## src/rtl/bin2bcd_pkg.sv

```systemverilog
// Shared types and constants for the sequential binary-to-BCD converter.
// The digit count is derived here so every user sizes its BCD bus the same way.
package bin2bcd_pkg;

  typedef enum logic [1:0] {
    IDLE  = 2'd0,
    SHIFT = 2'd1,
    DONE  = 2'd2
  } state_t;

  localparam logic [3:0] ADJ_THRESH = 4'd5;

  // Decimal digits of 2^width-1, which equals ceil(width*log10(2)) for width >= 1.
  function automatic int bcd_digits(input int width);
    int v;
    int n;
    v = (1 << width) - 1;
    n = 0;
    for (int i = 0; i < 8; i++) begin
      if (v > 0) begin
        v = v / 10;
        n++;
      end
    end
    return n;
  endfunction

endpackage

```

## src/rtl/bcd_digit_adj.sv

```systemverilog
// Double-dabble digit correction: adds 3 to a BCD digit of 5 or more so the
// following left shift carries correctly into the next decimal digit.
module bcd_digit_adj
  import bin2bcd_pkg::*;
(
  input  logic [3:0] din,
  output logic [3:0] dout
);

  assign dout = (din >= ADJ_THRESH) ? din + 4'd3 : din;

endmodule

```

## src/rtl/bin2bcd_seq.sv

```systemverilog
// Sequential shift-and-add-3 binary-to-BCD converter, one input bit per clock.
// state | meaning
// IDLE  | waiting for start; captures bin when start is high
// SHIFT | one correct-and-shift per edge, WIDTH edges in total
// DONE  | result on bcd is new; one cycle, then back to IDLE
module bin2bcd_seq
  import bin2bcd_pkg::*;
#(
  parameter  int WIDTH  = 8,
  localparam int DIGITS = bcd_digits(WIDTH)
) (
  input  logic                  clk,
  input  logic                  rst_n,
  input  logic                  start,
  input  logic [WIDTH-1:0]      bin,
  output logic                  busy,
  output logic                  done,
  output logic [4*DIGITS-1:0]   bcd
);

  localparam int SW = 4 * DIGITS;
  localparam int CW = $clog2(WIDTH + 1);
  localparam logic [CW-1:0] LAST = CW'(WIDTH - 1);

  state_t state, state_nxt;

  logic [WIDTH-1:0]    cap;
  logic [SW-1:0]       scratch;
  logic [SW-1:0]       scratch_adj;
  logic [CW-1:0]       cnt;
  logic [SW+WIDTH-1:0] shifted;

  for (genvar i = 0; i < DIGITS; i++) begin : g_adj
    bcd_digit_adj u_adj (
      .din  (scratch[4*i +: 4]),
      .dout (scratch_adj[4*i +: 4])
    );
  end

  // The corrected MSB digit never exceeds 7, so nothing is lost off the top.
  assign shifted = {scratch_adj, cap} << 1;

  always_ff @(posedge clk or negedge rst_n) begin
    if (!rst_n) begin
      state <= IDLE;
    end else begin
      state <= state_nxt;
    end
  end

  always_comb begin
    state_nxt = state;
    case (state)
      IDLE:    if (start) state_nxt = SHIFT;
      SHIFT:   if (cnt == LAST) state_nxt = DONE;
      DONE:    state_nxt = IDLE;
      default: state_nxt = IDLE;
    endcase
  end

  always_comb begin
    busy = 1'b0;
    done = 1'b0;
    case (state)
      SHIFT:   busy = 1'b1;
      DONE:    done = 1'b1;
      default: ;
    endcase
  end

  always_ff @(posedge clk or negedge rst_n) begin
    if (!rst_n) begin
      cap     <= '0;
      scratch <= '0;
      cnt     <= '0;
      bcd     <= '0;
    end else begin
      case (state)
        IDLE: begin
          if (start) begin
            cap     <= bin;
            scratch <= '0;
            cnt     <= '0;
          end
        end
        SHIFT: begin
          scratch <= shifted[SW+WIDTH-1:WIDTH];
          cap     <= shifted[WIDTH-1:0];
          cnt     <= cnt + CW'(1);
          if (cnt == LAST) bcd <= shifted[SW+WIDTH-1:WIDTH];
        end
        default: ;
      endcase
    end
  end

endmodule

```

## config.mk

```make
export PLATFORM = sky130hd
export DESIGN_NAME = bin2bcd_seq
export DESIGN_NICKNAME = d
export VERILOG_FILES = /design/src/rtl/bin2bcd_pkg.sv /design/src/rtl/bcd_digit_adj.sv /design/src/rtl/bin2bcd_seq.sv
export SDC_FILE = /design/constraint.sdc
export NUM_CORES = 1
export LEC_CHECK = 0
export ABC_AREA = 1
export BUFFER_PORTS_ARGS = -buffer_cell sky130_fd_sc_hd__buf_2
export CAP_MARGIN = 20
export CORE_MARGIN = 2
export CORE_UTILIZATION = 48
export CTS_CLUSTER_DIAMETER = 60
export DETAILED_ROUTE_END_ITERATION = 10
export GPL_TIMING_DRIVEN = 0
export HOLD_SLACK_MARGIN = 0.12
export PLACE_DENSITY = 0.68
export SETUP_SLACK_MARGIN = 0.02
export SYNTH_ARGS = -nofsm -noshare
export SYNTH_HDL_FRONTEND = slang
export SYNTH_SLANG_ARGS = --single-unit
```

## constraint.sdc

```tcl
create_clock -name clk -period 3.1 [get_ports clk]
set_input_delay 0.155 -clock clk [delete_from_list [all_inputs] [get_ports clk]]
set_output_delay 0.155 -clock clk [all_outputs]
set_load 0.01 [all_outputs]
```

## Word level (Yosys, flattened, before mapping)

Index checks and enable logic that the tools add are counted.

- Bits in registers: 38
- Input bits: 11
- Output and inout bits: 14
- Logic and storage cells: 36

- $add $sub $neg: 4
- Order comparisons: 3
- Eq/ne operators: 5
- Muxes and demuxes: 14
- Reduce and logical (&&, ||, !) cells: 5

Operators by type and width:

| operator | count |
|---|---|
| 12-bit case mux with 2 select lines | 1 |
| 8-bit case mux with 2 select lines | 1 |
| 4-bit by 3-bit greater-or-equal comparator with 1-bit output, second input constant | 3 |
| 12-bit 2-to-1 mux | 1 |
| 4-bit 2-to-1 mux | 3 |
| 4-bit by 2-bit adder with 4-bit output, second input constant | 2 |
| 8-bit 2-to-1 mux | 1 |
| 4-bit case mux with 2 select lines | 1 |
| 2-bit AND reduction | 3 |
| 4-bit by 1-bit adder with 4-bit output, second input constant | 1 |
| 4-bit by 3-bit == test with 1-bit output, second input constant | 1 |
| 2-bit 2-to-1 mux | 2 |
| 2-bit != test, second input constant | 2 |
| 2-bit case mux with 2 select lines | 1 |
| 3-bit by 2-bit adder with 3-bit output, second input constant | 1 |
| 3-bit 2-to-1 mux | 1 |
| 2-bit by 1-bit == test with 1-bit output, second input constant | 1 |
| 2-bit == test, second input constant | 1 |
| 2-bit logical NOT | 1 |
| 1-bit 2-to-1 mux | 2 |
| 2-bit nonzero test | 1 |

## Logic depth before layout (Yosys ltp)

- Word-level depth: 3
- Depth in mapped cells: 9
- Gate-level depth less buffers: 8

## Hierarchy

Synthesis repeated with hierarchy kept, for this count alone.

- Cells, all modules: 246
- Area, all modules: 2031.9 sq um

Modules (own cells, without submodules):

| module | instances | cells an instance | area an instance (sq um) | sequential area each (sq um) |
|---|---|---|---|---|
| bin2bcd_seq | 1 | 177 | 1626.6 | 950.9 |
| bcd_digit_adj | 3 | 23 | 135.1 | 0.0 |

## Least setup slack after synthesis

Ideal clock, no wire load.

- Kind: reg2reg
- From: register cnt[0]
- To: register bcd[8]
- Setup time: 0.118 ns
- Data arrival time: 1.063 ns
- Required time: 2.982 ns
- Setup slack: 1.919 ns
- Cell stages (with the launch flop): 9
- Path buffers: 1
- Clock period less this slack: 1.181 ns
- Cell sequence: dfrtp_1 ha_1 nand2_1 inv_1 nand2_2 nor2_4 buf_4 nand3_1 nand2_1

- Cells in the longest elaborated chain, start to end: 2

RTL lines:

| what | line | RTL |
|---|---|---|
| from (decl) | bin2bcd_seq.sv:30 | `logic [CW-1:0] cnt;` |
| from (signal assigned) | bin2bcd_seq.sv:89 | `cnt <= cnt + CW'(1);` |
| 4-bit by 3-bit == test with 1-bit output | bin2bcd_seq.sv:90 | `if (cnt == LAST) bcd <= shifted[SW+WIDTH-1:WIDTH];` |
| 2-bit AND reduction (no source line) | - |  |
| to (signal assigned) | bin2bcd_seq.sv:90 |  |
| to (decl) | bin2bcd_seq.sv:18 | `output logic [4*DIGITS-1:0] bcd` |

No other way between the ends.
A chain may end at the register's enable or synchronous reset.

## Worst setup path after layout

- From: register state[1]
- To: output busy

- Cells in the longest elaborated chain, start to end: 2

RTL lines:

| what | line | RTL |
|---|---|---|
| from (decl) | bin2bcd_seq.sv:25 | `state_t state, state_nxt;` |
| from (signal assigned) | bin2bcd_seq.sv:47 | `state <= state_nxt;` |
| 2-bit by 1-bit == test with 1-bit output | bin2bcd_seq.sv:64 | `case (state)` |
| 1-bit 2-to-1 mux | bin2bcd_seq.sv:64 |  |
| to (decl) | bin2bcd_seq.sv:16 | `output logic busy,` |

No other way between the ends.

==> flow_metrics.tcl <==
set metrics [dict create \
    status "completed" \
    fin_worst_skew_ns 0.008114 \
    rows 22 \
    ant_nets 0 \
    via_per_inst 5.016 \
    crit_type "flop to output port" \
    syn_to_final_growth_pct 20.82 \
    grt_max_degree 39 \
    hold_buffers 9 \
    max_freq_mhz 667.8 \
    cp-end-kind "output port" \
    clock_latency_ns 0.28 \
    postCtsSetupBuffers 0 \
    cap_violations 0 \
    root_buffer "clkbuf_8" \
    grtUsageTotal 0.2066 \
    grt_setup_unrepaired "false" \
    power_density_nw_per_um2 1006 \
    hpwlAfterDp_um 2577 \
    grt_overflow 0 \
    grt_pass1_wl_um 6644 \
    cts_buffers 5 \
    nNetsFinal 280 \
    fin_ws_ns 1.603 \
    dieArea_um2 4343 \
    h-tree-depth 2 \
    p_leak_nw 1.183 \
    syn_inst 222 \
    power_mw 2.236 \
    num_vias 1555 \
    diodes 0 \
    tritoncts "built" \
    worstPathArrival_ns 1.34 \
    cts_max_path_buffers 2 \
    ys_seq_area_frac 0.5170 \
    worstPathMaxFanout 10 \
    yosysWarnings 0 \
    setup_tns_ns 0 \
    fin_crit_ns 1.497 \
    min_path_type "input pin to flop" \
    pre_cts_ws_ns 1.744 \
    route.detailed.drc 0 \
    cts.sinks 38 \
    ioPinCount 25 \
    path_clk_slew_ns 0.07 \
    synth_area_per_cell_um2 8.285 \
    ir_drop_mv 0.5120 \
    drtIter0Drc 101 \
    drv_slew 0 \
    avgRoutedWirePerCell_um 11.83 \
    critPathLaunchType "flop" \
    io_buffers 24 \
    mappedNetlistNets 240 \
    cts.repair.resized 0 \
    timing_hold_violations_final 0 \
    syn-cell-area_um2 1839 \
    fp.dieW_um 65.90 \
    die_y_um 65.90 \
    fin_crit_sh 0.4831 \
    ys_seq_elements 38 \
    antenna_found_initial 0 \
    wirelength_um 3667 \
    relSlewSlack 0.4516 \
    setup_viol 0 \
    gp_congestion 0.8383 \
    dr.pass1.iters 4 \
    initial_core_util 0.5024 \
    synth_cell_types 24 \
    critPathRequiredTime_ns 2.94 \
    drive_gt1_frac 0.1794 \
    coreArea_um2 3661 \
    worst_slew_pin_slew_ns 0.8226 \
    grt_pass1_vias 1569 \
]
==> where the power goes <==
part,internal [mW],total [mW],switching (mW)
clock network,0.257,0.422,0.165
registers,0.712,0.850,0.138
logic,0.363,0.964,0.601
total,1.33,2.24,0.905
==> cell type report <==
type | instances | area [µm²]
multi-input combinational | 159 | 770.7
inverter | 20 | 77.57
tap | 48 | 60.06
clock inverter | 1 | 30.03
sequential | 38 | 950.9
timing repair buffer | 33 | 210.2
buffer | 5 | 40.04
clock buffer | 6 | 82.58
fill | 326 | 1439
==> per-stage QoR <==
step | hold WS [ns] | utilization | std cells | cell area [µm²]
2_1_floorplan | -0.1406 | - | 222 | 1839
3_3_place_gp | 0.3109 | 0.5516 | 294 | 2019
3_5_place_dp | 0.3030 | 0.5516 | 294 | 2019
4_1_cts | 0.2154 | 0.6070 | 310 | 2222
6_report | 0.2312 | 0.6070 | 310 | 2222
5_1_grt | 0.2435 | 0.6070 | 310 | 2222
==> state kept, by name (all words and copies together) (netlist names) <==
register,cells
cnt,4
cap,8
bcd,12
state,2
scratch,12
==> worst paths after layout <==
kind                       slack, ns  startpoint  cells after the start         end
min reg2reg                     0.47      bcd[3]                      2      bcd[3]
max reg2reg                     1.73  scratch[4]                      8  scratch[5]
min in group asynchronous       0.50       rst_n                      2    state[1]
max in group asynchronous       2.08       rst_n                      2      cnt[2]
max                             1.60    state[1]                      5        busy
min                             0.23       start                      3    state[0]
==> synth_stat cells <==
| master | number | area (µm²) |
|---|---|---|
| o21ai_1 | 3 | 15.01 |
| nand2_2 | 3 | 18.77 |
| nand3_1 | 28 | 140.1 |
| buf_4 | 1 | 7.510 |
| o22ai_1 | 3 | 18.77 |
| o211ai_1 | 1 | 7.510 |
| inv_1 | 16 | 60.06 |
| nor2_1 | 6 | 22.52 |
| nand2_4 | 1 | 11.26 |
| o21a_1 | 1 | 7.510 |
| inv_2 | 3 | 11.26 |
| nor2_4 | 1 | 11.26 |
| buf_6 | 2 | 22.52 |
| nor2_2 | 1 | 6.260 |
| a21oi_1 | 1 | 5.000 |
| dfrtp_1 | 38 | 950.9 |
| buf_2 | 2 | 10.01 |
| inv_4 | 1 | 6.260 |
| o21ai_0 | 7 | 35.03 |
| nand2_1 | 88 | 330.3 |
| a21boi_0 | 1 | 7.510 |
| o21ai_2 | 1 | 8.760 |
| ha_1 | 7 | 87.58 |
| nand4_1 | 6 | 37.54 |
==> worst max-delay path: stages, from the launching register on <==
cell	delay, ns
dfrtp_1	0.38
inv_2	0.08
nand2_4	0.09
inv_2	0.08
buf_2	0.25
buf_2	0.18
==> cells by family after synthesis <==
family	after synthesis	synth area share
buf+inv	25	0.06395
simple gates	134	0.3143
fa+ha+maj	7	0.04762
compound gates	18	0.05714
flops	38	0.5170
==> layer usage <==
layer	wire length (µm)	global-route usage	vias to the layer above
met2	1874	0.3535	29
met3	137	0.05792	4
met4	55	0.1042	0
met1	1600	0.2344	729
li1	-	-	793
met5	0	0	-
==> placed cells by master, fill, tap and decap left out, drive strengths merged <==
cell type,synthesis,routed
bufinv,0,1
nand4,6,6
o21ai,11,11
inv,20,20
nand3,28,28
nand2,92,92
ha,7,7
dfrtp,38,38
nor2,8,8
a21boi,1,1
o22ai,3,3
a21oi,1,1
o21a,1,1
clkbuf,0,6
buf,5,29
o211ai,1,1
dlygate4sd3,0,9
Power figures use the tool's default switching activity.
